<file path="src/rtl/punc_defines_pkg.sv">
// Shared PUNC definitions: opcodes, FSM state encodings, datapath select encodings
// and the control vector handed from the decoder to the datapath.
package punc_defines;

    localparam logic [3:0] OP_BR   = 4'b0000;
    localparam logic [3:0] OP_ADD  = 4'b0001;
    localparam logic [3:0] OP_LD   = 4'b0010;
    localparam logic [3:0] OP_ST   = 4'b0011;
    localparam logic [3:0] OP_JSR  = 4'b0100;
    localparam logic [3:0] OP_AND  = 4'b0101;
    localparam logic [3:0] OP_LDR  = 4'b0110;
    localparam logic [3:0] OP_STR  = 4'b0111;
    localparam logic [3:0] OP_RTI  = 4'b1000;
    localparam logic [3:0] OP_NOT  = 4'b1001;
    localparam logic [3:0] OP_LDI  = 4'b1010;
    localparam logic [3:0] OP_STI  = 4'b1011;
    localparam logic [3:0] OP_JMP  = 4'b1100;
    localparam logic [3:0] OP_RES  = 4'b1101;
    localparam logic [3:0] OP_LEA  = 4'b1110;
    localparam logic [3:0] OP_TRAP = 4'b1111;

    typedef enum logic [2:0] {
        S_FETCH  = 3'd0,
        S_DECODE = 3'd1,
        S_EXEC   = 3'd2,
        S_EXEC2  = 3'd3,
        S_HALT   = 3'd4
    } state_t;

    localparam logic [1:0] PC_SEL_INC   = 2'd0;
    localparam logic [1:0] PC_SEL_OFF   = 2'd1;
    localparam logic [1:0] PC_SEL_BASE  = 2'd2;

    localparam logic [1:0] MA_PC        = 2'd0;
    localparam logic [1:0] MA_PC_OFF    = 2'd1;
    localparam logic [1:0] MA_BASE_OFF  = 2'd2;
    localparam logic [1:0] MA_INDIRECT  = 2'd3;

    localparam logic [1:0] WD_ALU       = 2'd0;
    localparam logic [1:0] WD_MEM       = 2'd1;
    localparam logic [1:0] WD_PC_OFF    = 2'd2;
    localparam logic [1:0] WD_PC        = 2'd3;

    localparam logic [1:0] ALU_ADD      = 2'd0;
    localparam logic [1:0] ALU_AND      = 2'd1;
    localparam logic [1:0] ALU_NOT      = 2'd2;
    localparam logic [1:0] ALU_PASS     = 2'd3;

    localparam logic [1:0] SEXT_IMM5    = 2'd0;
    localparam logic [1:0] SEXT_OFF6    = 2'd1;
    localparam logic [1:0] SEXT_OFF9    = 2'd2;
    localparam logic [1:0] SEXT_OFF11   = 2'd3;

    typedef struct packed {
        logic       ir_ld;
        logic       pc_ld;
        logic [1:0] pc_sel;
        logic [1:0] mem_addr_sel;
        logic       mem_w_en;
        logic       rf_w_en;
        logic       rf_w_addr_sel;
        logic [1:0] rf_w_data_sel;
        logic       rf_r1_addr_sel;
        logic [1:0] alu_sel;
        logic       alu_b_sel;
        logic [1:0] sext_sel;
        logic       nzp_ld;
    } ctrl_t;

    // Opcodes that stop the machine from DECODE; indirect ops join them when not built in.
    function automatic logic op_halts(input logic [3:0] op);
        logic h;
        h = (op == OP_TRAP) || (op == OP_RTI) || (op == OP_RES);
`ifndef PUNC_INDIRECT_EN
        h = h || (op == OP_LDI) || (op == OP_STI);
`endif
        return h;
    endfunction

endpackage

</file>
<file path="src/rtl/punc_decode.sv">
// Combinational state/opcode to control-vector lookup for punc_control.
// PUNC_INDIRECT_EN adds the LDI/STI EXEC and EXEC2 rows.
module punc_decode
    import punc_defines::*;
(
    input  state_t      state,
    input  logic [15:0] ir,
    input  logic [2:0]  nzp,
    output ctrl_t       ctrl
);

    logic [3:0] op;
    assign op = ir[15:12];

    always_comb begin
        ctrl = '0;
        case (state)
            S_FETCH: begin
                ctrl.mem_addr_sel = MA_PC;
                ctrl.ir_ld        = 1'b1;
                ctrl.pc_ld        = 1'b1;
                ctrl.pc_sel       = PC_SEL_INC;
            end
            S_EXEC: begin
                case (op)
                    OP_ADD, OP_AND: begin
                        ctrl.alu_sel   = (op == OP_AND) ? ALU_AND : ALU_ADD;
                        ctrl.alu_b_sel = ir[5];
                        ctrl.sext_sel  = SEXT_IMM5;
                        ctrl.rf_w_en   = 1'b1;
                        ctrl.nzp_ld    = 1'b1;
                    end
                    OP_NOT: begin
                        ctrl.alu_sel = ALU_NOT;
                        ctrl.rf_w_en = 1'b1;
                        ctrl.nzp_ld  = 1'b1;
                    end
                    OP_BR: begin
                        ctrl.pc_ld    = |(ir[11:9] & nzp);
                        ctrl.pc_sel   = PC_SEL_OFF;
                        ctrl.sext_sel = SEXT_OFF9;
                    end
                    OP_JMP: begin
                        ctrl.pc_ld  = 1'b1;
                        ctrl.pc_sel = PC_SEL_BASE;
                    end
                    OP_JSR: begin
                        // R7 gets the PC already bumped in FETCH, written alongside the jump.
                        ctrl.rf_w_en       = 1'b1;
                        ctrl.rf_w_addr_sel = 1'b1;
                        ctrl.rf_w_data_sel = WD_PC;
                        ctrl.pc_ld         = 1'b1;
                        ctrl.pc_sel        = ir[11] ? PC_SEL_OFF : PC_SEL_BASE;
                        ctrl.sext_sel      = ir[11] ? SEXT_OFF11 : SEXT_IMM5;
                    end
                    OP_LD, OP_LDR: begin
                        ctrl.mem_addr_sel  = (op == OP_LDR) ? MA_BASE_OFF : MA_PC_OFF;
                        ctrl.sext_sel      = (op == OP_LDR) ? SEXT_OFF6 : SEXT_OFF9;
                        ctrl.rf_w_data_sel = WD_MEM;
                        ctrl.rf_w_en       = 1'b1;
                        ctrl.nzp_ld        = 1'b1;
                    end
                    OP_LEA: begin
                        ctrl.rf_w_data_sel = WD_PC_OFF;
                        ctrl.sext_sel      = SEXT_OFF9;
                        ctrl.rf_w_en       = 1'b1;
                        ctrl.nzp_ld        = 1'b1;
                    end
                    OP_ST, OP_STR: begin
                        ctrl.mem_addr_sel   = (op == OP_STR) ? MA_BASE_OFF : MA_PC_OFF;
                        ctrl.sext_sel       = (op == OP_STR) ? SEXT_OFF6 : SEXT_OFF9;
                        ctrl.rf_r1_addr_sel = 1'b1;
                        ctrl.mem_w_en       = 1'b1;
                    end
`ifdef PUNC_INDIRECT_EN
                    OP_LDI, OP_STI: begin
                        ctrl.mem_addr_sel = MA_PC_OFF;
                        ctrl.sext_sel     = SEXT_OFF9;
                    end
`endif
                    default: ;
                endcase
            end
`ifdef PUNC_INDIRECT_EN
            S_EXEC2: begin
                ctrl.mem_addr_sel = MA_INDIRECT;
                if (op == OP_LDI) begin
                    ctrl.rf_w_en       = 1'b1;
                    ctrl.rf_w_data_sel = WD_MEM;
                    ctrl.nzp_ld        = 1'b1;
                end else begin
                    ctrl.mem_w_en       = 1'b1;
                    ctrl.rf_r1_addr_sel = 1'b1;
                end
            end
`endif
            default: ;
        endcase
    end

endmodule

</file>
<file path="src/rtl/punc_control.sv">
// PUNC multi-cycle control FSM: FETCH -> DECODE -> EXEC [-> EXEC2] with a sticky HALT.
// Build with PUNC_INDIRECT_EN to enable LDI/STI and the EXEC2 state.
module punc_control
    import punc_defines::*;
#(
    parameter logic [1:0] RESET_PC_SEL = 2'd0
) (
    input  logic        clk,
    input  logic        rst,
    input  logic [15:0] ir,
    input  logic [2:0]  nzp,
    output logic        ir_ld,
    output logic        pc_ld,
    output logic [1:0]  pc_sel,
    output logic [1:0]  mem_addr_sel,
    output logic        mem_w_en,
    output logic        rf_w_en,
    output logic        rf_w_addr_sel,
    output logic [1:0]  rf_w_data_sel,
    output logic        rf_r1_addr_sel,
    output logic [1:0]  alu_sel,
    output logic        alu_b_sel,
    output logic [1:0]  sext_sel,
    output logic        nzp_ld,
    output logic        halted,
    output logic [2:0]  state
);

    state_t state_q, state_d;
    logic   halted_q, halted_d;
    ctrl_t  dec_ctrl, ctrl;
    logic [3:0] op;

    assign op = ir[15:12];

    punc_decode u_decode (
        .state (state_q),
        .ir    (ir),
        .nzp   (nzp),
        .ctrl  (dec_ctrl)
    );

    always_comb begin
        state_d = state_q;
        case (state_q)
            S_FETCH:  state_d = S_DECODE;
            S_DECODE: state_d = op_halts(op) ? S_HALT : S_EXEC;
`ifdef PUNC_INDIRECT_EN
            S_EXEC:   state_d = (op == OP_LDI || op == OP_STI) ? S_EXEC2 : S_FETCH;
            S_EXEC2:  state_d = S_FETCH;
`else
            S_EXEC:   state_d = S_FETCH;
`endif
            S_HALT:   state_d = S_HALT;
            default:  state_d = S_FETCH;
        endcase
        halted_d = (state_d == S_HALT);
    end

    always_ff @(posedge clk or posedge rst) begin
        if (rst) begin
            state_q  <= S_FETCH;
            halted_q <= 1'b0;
        end else begin
            state_q  <= state_d;
            halted_q <= halted_d;
        end
    end

    // Reset masks the FETCH strobes combinationally so nothing writes while rst is high.
    always_comb begin
        ctrl = dec_ctrl;
        if (rst) begin
            ctrl        = '0;
            ctrl.pc_sel = RESET_PC_SEL;
        end
    end

    assign ir_ld          = ctrl.ir_ld;
    assign pc_ld          = ctrl.pc_ld;
    assign pc_sel         = ctrl.pc_sel;
    assign mem_addr_sel   = ctrl.mem_addr_sel;
    assign mem_w_en       = ctrl.mem_w_en;
    assign rf_w_en        = ctrl.rf_w_en;
    assign rf_w_addr_sel  = ctrl.rf_w_addr_sel;
    assign rf_w_data_sel  = ctrl.rf_w_data_sel;
    assign rf_r1_addr_sel = ctrl.rf_r1_addr_sel;
    assign alu_sel        = ctrl.alu_sel;
    assign alu_b_sel      = ctrl.alu_b_sel;
    assign sext_sel       = ctrl.sext_sel;
    assign nzp_ld         = ctrl.nzp_ld;
    assign halted         = halted_q;
    assign state          = state_q;

endmodule
</file>
<file path="config.mk">
export PLATFORM = sky130hd
export DESIGN_NAME = punc_control
export DESIGN_NICKNAME = d
export VERILOG_FILES = /design/src/rtl/punc_defines_pkg.sv /design/src/rtl/punc_decode.sv /design/src/rtl/punc_control.sv
export SDC_FILE = /design/constraint.sdc
export NUM_CORES = 1
export LEC_CHECK = 0
export CAP_MARGIN = 10
export CORE_UTILIZATION = 27
export CTS_CLUSTER_DIAMETER = 30
export DETAILED_ROUTE_END_ITERATION = 7
export PLACE_DENSITY = 0.85
export SYNTH_ARGS = -nofsm -noshare
export SYNTH_HDL_FRONTEND = slang
export SYNTH_SLANG_ARGS = --single-unit
export TNS_END_PERCENT = 10
</file>
<file path="constraint.sdc">
create_clock -name clk -period 2.4 [get_ports clk]
set_input_delay 0.72 -clock clk [delete_from_list [all_inputs] [get_ports clk]]
set_output_delay 0.72 -clock clk [all_outputs]
set_load 0.005 [all_outputs]
</file>
==> metrics.md <==
| Metric | Value |
|---|---|
| Run status | `complete, but fails checks` |
| Violations in the final reports | `negative setup slack` |
| Filler instances | `135` |
| Residual overflow from global routing | `0` |
| Fraction of synthesis flops using an asynchronous set or reset pin | `100%` |
| Number of standard cells in the final layout excluding fillers | `145` |
| Leading area contributor after synthesis | `sky130_fd_sc_hd__dfrtp_1` |
| Post-DP HPWL | `1.45 mm` |
| Most used DFF post-synth | `sky130_fd_sc_hd__dfrtp_1` |
| Routed vias | `699` |
| Placed instance count | `135` |
| Net count after synthesis | `82` |
| Maximum level of the CTS H-tree | `1` |
| Setup violators final | `13` |
| Number of synthesized flops with an enable pin | `0` |
| Dominant combinational cell family by area after synthesis | `simple AND/OR/NAND/NOR gates` |
| Number of top-level pins | `43` |
| IO buf count | `34` |
| Clock tree buffer depth | `2` |
| Syn Area/Cell | `7.94 sq um` |
| Startpoint of the lowest-slack register-to-register path | `state[2]$_DFF_PP0_` |
| RSZ-0062 raised after global routing | `true` |
| Total number of placement rows | `14` |
| Proportion of synthesized chip area in sequential cells | `20.7%` |
| Timing startpoint of the critical path | `rst` |
| Number of antenna violations at the first check in global routing | `0` |
| Adder-Cell Fraction of Synth Area | `2.07%` |
| Worst hold path class | `in2async` |
| Ranking of synthesized cells by area | `sky130_fd_sc_hd__dfrtp_1, sky130_fd_sc_hd__nand2b_1, sky130_fd_sc_hd__nor4_2, sky130_fd_sc_hd__nor3_1, sky130_fd_sc_hd__nor2_1` |
| Count of nets after finishing | `144` |
| Static power due to leakage | `0.000497 uW` |
| R2r worst-path depth | `3` |
| Maximum VDD drop | `0.000372 V` |
| Compound-gate portion of the synthesized area | `22.5%` |
| Pin slew with the least headroom to its limit | `0.310 ns` |
| Die width | `44.4 um` |
| Xor-xnor portion of the synthesized cell area | `1.81%` |
| Max capacitance violation total | `0` |
| Worst Slack Setup Final | `-0.229 ns` |
| Total of warnings raised by yosys | `0` |
| Share of cell area taken by muxes after synthesis | `0%` |
| Slew HR | `79.3%` |
| Most common cell in the netlist | `sky130_fd_sc_hd__nand2b_1` |
| Fmax | `0.380 GHz` |
| Antenna diode count | `0` |
| Maximum fanout encountered on the critical timing path | `6` |
| Count of cell types in the netlist | `36` |
| Area share of the largest cell type after synthesis | `20.7%` |
| List of most frequent post-synthesis cells | `sky130_fd_sc_hd__nand2b_1, sky130_fd_sc_hd__nor2_1, sky130_fd_sc_hd__dfrtp_1, sky130_fd_sc_hd__nor3_1` |
| Detail-routed via count per cell | `4.82` |
| Share of layout cells above drive strength 1 | `57.9%` |
| Core box area | `1590 sq um` |
| Critical Path End | `rf_w_data_sel[0]` |
| CTS root buffer | `sky130_fd_sc_hd__clkbuf_4` |
| GRT Resource Usage Total | `20.1%` |
| Netlist area before placement | `484 sq um` |
| Number of optimization iterations in the first detailed-route pass | `4` |
| Count of nets left with antenna violations after detail routing | `0` |
| Final Critical Period | `2.63 ns` |
| Mean routed wirelength per cell | `12.6 um` |
| Global-route wire length before repair | `2.93 mm` |
| Number of DRC violations after detailed-routing iteration 0 | `10` |
| Wirelength, routed | `1.83 mm` |
| Residual DRC | `0` |
| Data arrival time at the worst-slack endpoint | `1.91 ns` |
| Capture point of the worst reg-to-reg path | `halted$_DFF_PP0_` |
| Power density normalized to cell area | `556 nW/um^2` |
| Worst setup slack after placement | `-0.933 ns` |
| Flip-flop and latch count after synthesis | `4` |
| Starting density of the core | `30.4%` |
| Data required time of the critical path | `1.68 ns` |
| Worst setup slack for register-to-register paths | `1.15 ns` |
| Number of standard cells after synthesis | `61` |
| Worst Skew | `0.00393 ns` |
| Clock Latency Late Sink | `0.23 ns` |
| Max Slew Vio Count | `0` |
| Vias in the first global route | `693` |
| Final weighted congestion of routability-driven global placement | `0.802` |
| Height of the die | `44.4 um` |
| CTS clock-pin slew for the worst setup and hold paths | `0.04 ns` |
| Clock tree from TritonCTS | `built` |
| Final count of hold timing violations | `0` |
| CTS Hold Bufs | `0` |
| Worst setup path category | `in2out` |
| Number of clock sinks | `4` |
| Pin count of the biggest net entering global routing | `10` |
| Simple-gate share of the synthesized area | `43.4%` |
| Cts bufs inserted | `3` |
| Worst Setup End Kind | `output port` |
| Ratio of final minimum period to clock period | `110%` |
| Total Die Area | `1970 sq um` |
| Launching element type of the critical path | `primary input` |
| Syn-to-layout area delta | `123%` |
-- power by group --
group          internal, uW  switching (uW)  total, uW
clock                  55.9            26.4       82.2
sequential             97.9            30.0        128
combinational           227             164        391
-- cells by family after synthesis --
logic type      after synthesis
compound gates               15
xor+xnor                      1
fa+ha+maj                     1
buf+inv                       9
flops                         4
simple gates                 31
-- flip-flops by register name, summed over array words and instances (netlist names) --
| register | flops |
|---|---|
| state | 3 |
| halted | 1 |
-- area by class of cell --
cell class	count	area (sq um)	share of cell area [%]
inverter	3	11.3	1.04
sequential	4	100	9.27
timing repair buffer	63	502	46.5
clock buffer	3	22.5	2.09
tap	24	30.0	2.78
multi-input combinational	48	414	38.4
-- critical path: stages --
cell	delay, ns
sky130_fd_sc_hd__buf_8	0.10
sky130_fd_sc_hd__or4b_4	0.54
sky130_fd_sc_hd__buf_4	0.17
sky130_fd_sc_hd__nor4_2	0.21
sky130_fd_sc_hd__buf_2	0.16
-- routing by layer --
| metal | wire (um) | vias up | track usage (%) |
|---|---|---|---|
| li1 | - | 349 | - |
| met3 | 104 | 0 | 2.86 |
| met5 | 0 | - | 0 |
| met1 | 718 | 326 | 21.1 |
| met2 | 1010 | 24 | 40.6 |
| met4 | 0 | 0 | 5.45 |
-- repair_timing --
| action | 4_1_cts | 5_1_grt |
|---|---|---|
| hold endpoints to repair | 0 | 0 |
| buffers inserted | 7 | 0 |
| cloned | 0 | 0 |
| pin swaps | 11 | 8 |
| setup endpoints to repair | 18 | 17 |
| gates resized for setup | 102 | 11 |
-- how the worst min path moves through the flow --
stage | start | depth (start not counted) | slack (ns) | end
CTS | rst | 3 | 0.50 | halted$_DFF_PP0_
detailed placement | state[1]$_DFF_PP0_ | 2 | 0.61 | state[0]$_DFF_PP0_
global route | rst | 3 | 0.51 | state[2]$_DFF_PP0_
finish | rst | 3 | 0.51 | state[2]$_DFF_PP0_
floorplan | rst | 1 | 0.49 | halted$_DFF_PP0_
global placement | state[1]$_DFF_PP0_ | 2 | 0.58 | state[0]$_DFF_PP0_
-- cells in the final DEF, fill, tap and decap left out, types with 2 or more instances in the layout --
cell                              Yosys  routed
sky130_fd_sc_hd__buf_6                1       6
sky130_fd_sc_hd__nand2b_1             7       7
sky130_fd_sc_hd__clkbuf_4             0       3
sky130_fd_sc_hd__a21oi_1              3       2
sky130_fd_sc_hd__nor4_2               2       2
sky130_fd_sc_hd__nor2_1               5       5
sky130_fd_sc_hd__nor3_2               0       2
sky130_fd_sc_hd__nor3_1               4       2
sky130_fd_sc_hd__dfrtp_1              4       4
sky130_fd_sc_hd__dlygate4sd2_1        0       3
sky130_fd_sc_hd__clkbuf_2             0       3
sky130_fd_sc_hd__buf_2                1      13
sky130_fd_sc_hd__buf_4                1      25
sky130_fd_sc_hd__clkdlybuf4s15_1      0       3
sky130_fd_sc_hd__clkdlybuf4s50_1      0       5
sky130_fd_sc_hd__o22ai_1              2       2
sky130_fd_sc_hd__nor2b_1              2       2
sky130_fd_sc_hd__inv_1                3       2
sky130_fd_sc_hd__clkdlybuf4s15_2      0       4
-- stage by stage --
stage / instance area, sq um / total power (uW) / util, % / hold WS, ns / setup TNS (ns)
finish: 1080 / 601 / 67.7 / 0.507 / -1.78
global route: 1080 / 639 / 67.7 / 0.512 / -2.56
CTS: 1090 / 600 / 68.3 / 0.505 / -2.39
detailed placement: 993 / 466 / 62.3 / 0.610 / -14.53
global placement: 993 / 443 / 62.3 / 0.576 / -14.15
floorplan: 493 / 252 / - / 0.486 / -0.0137
No activity file was read; power rests on OpenSTA's default activity.
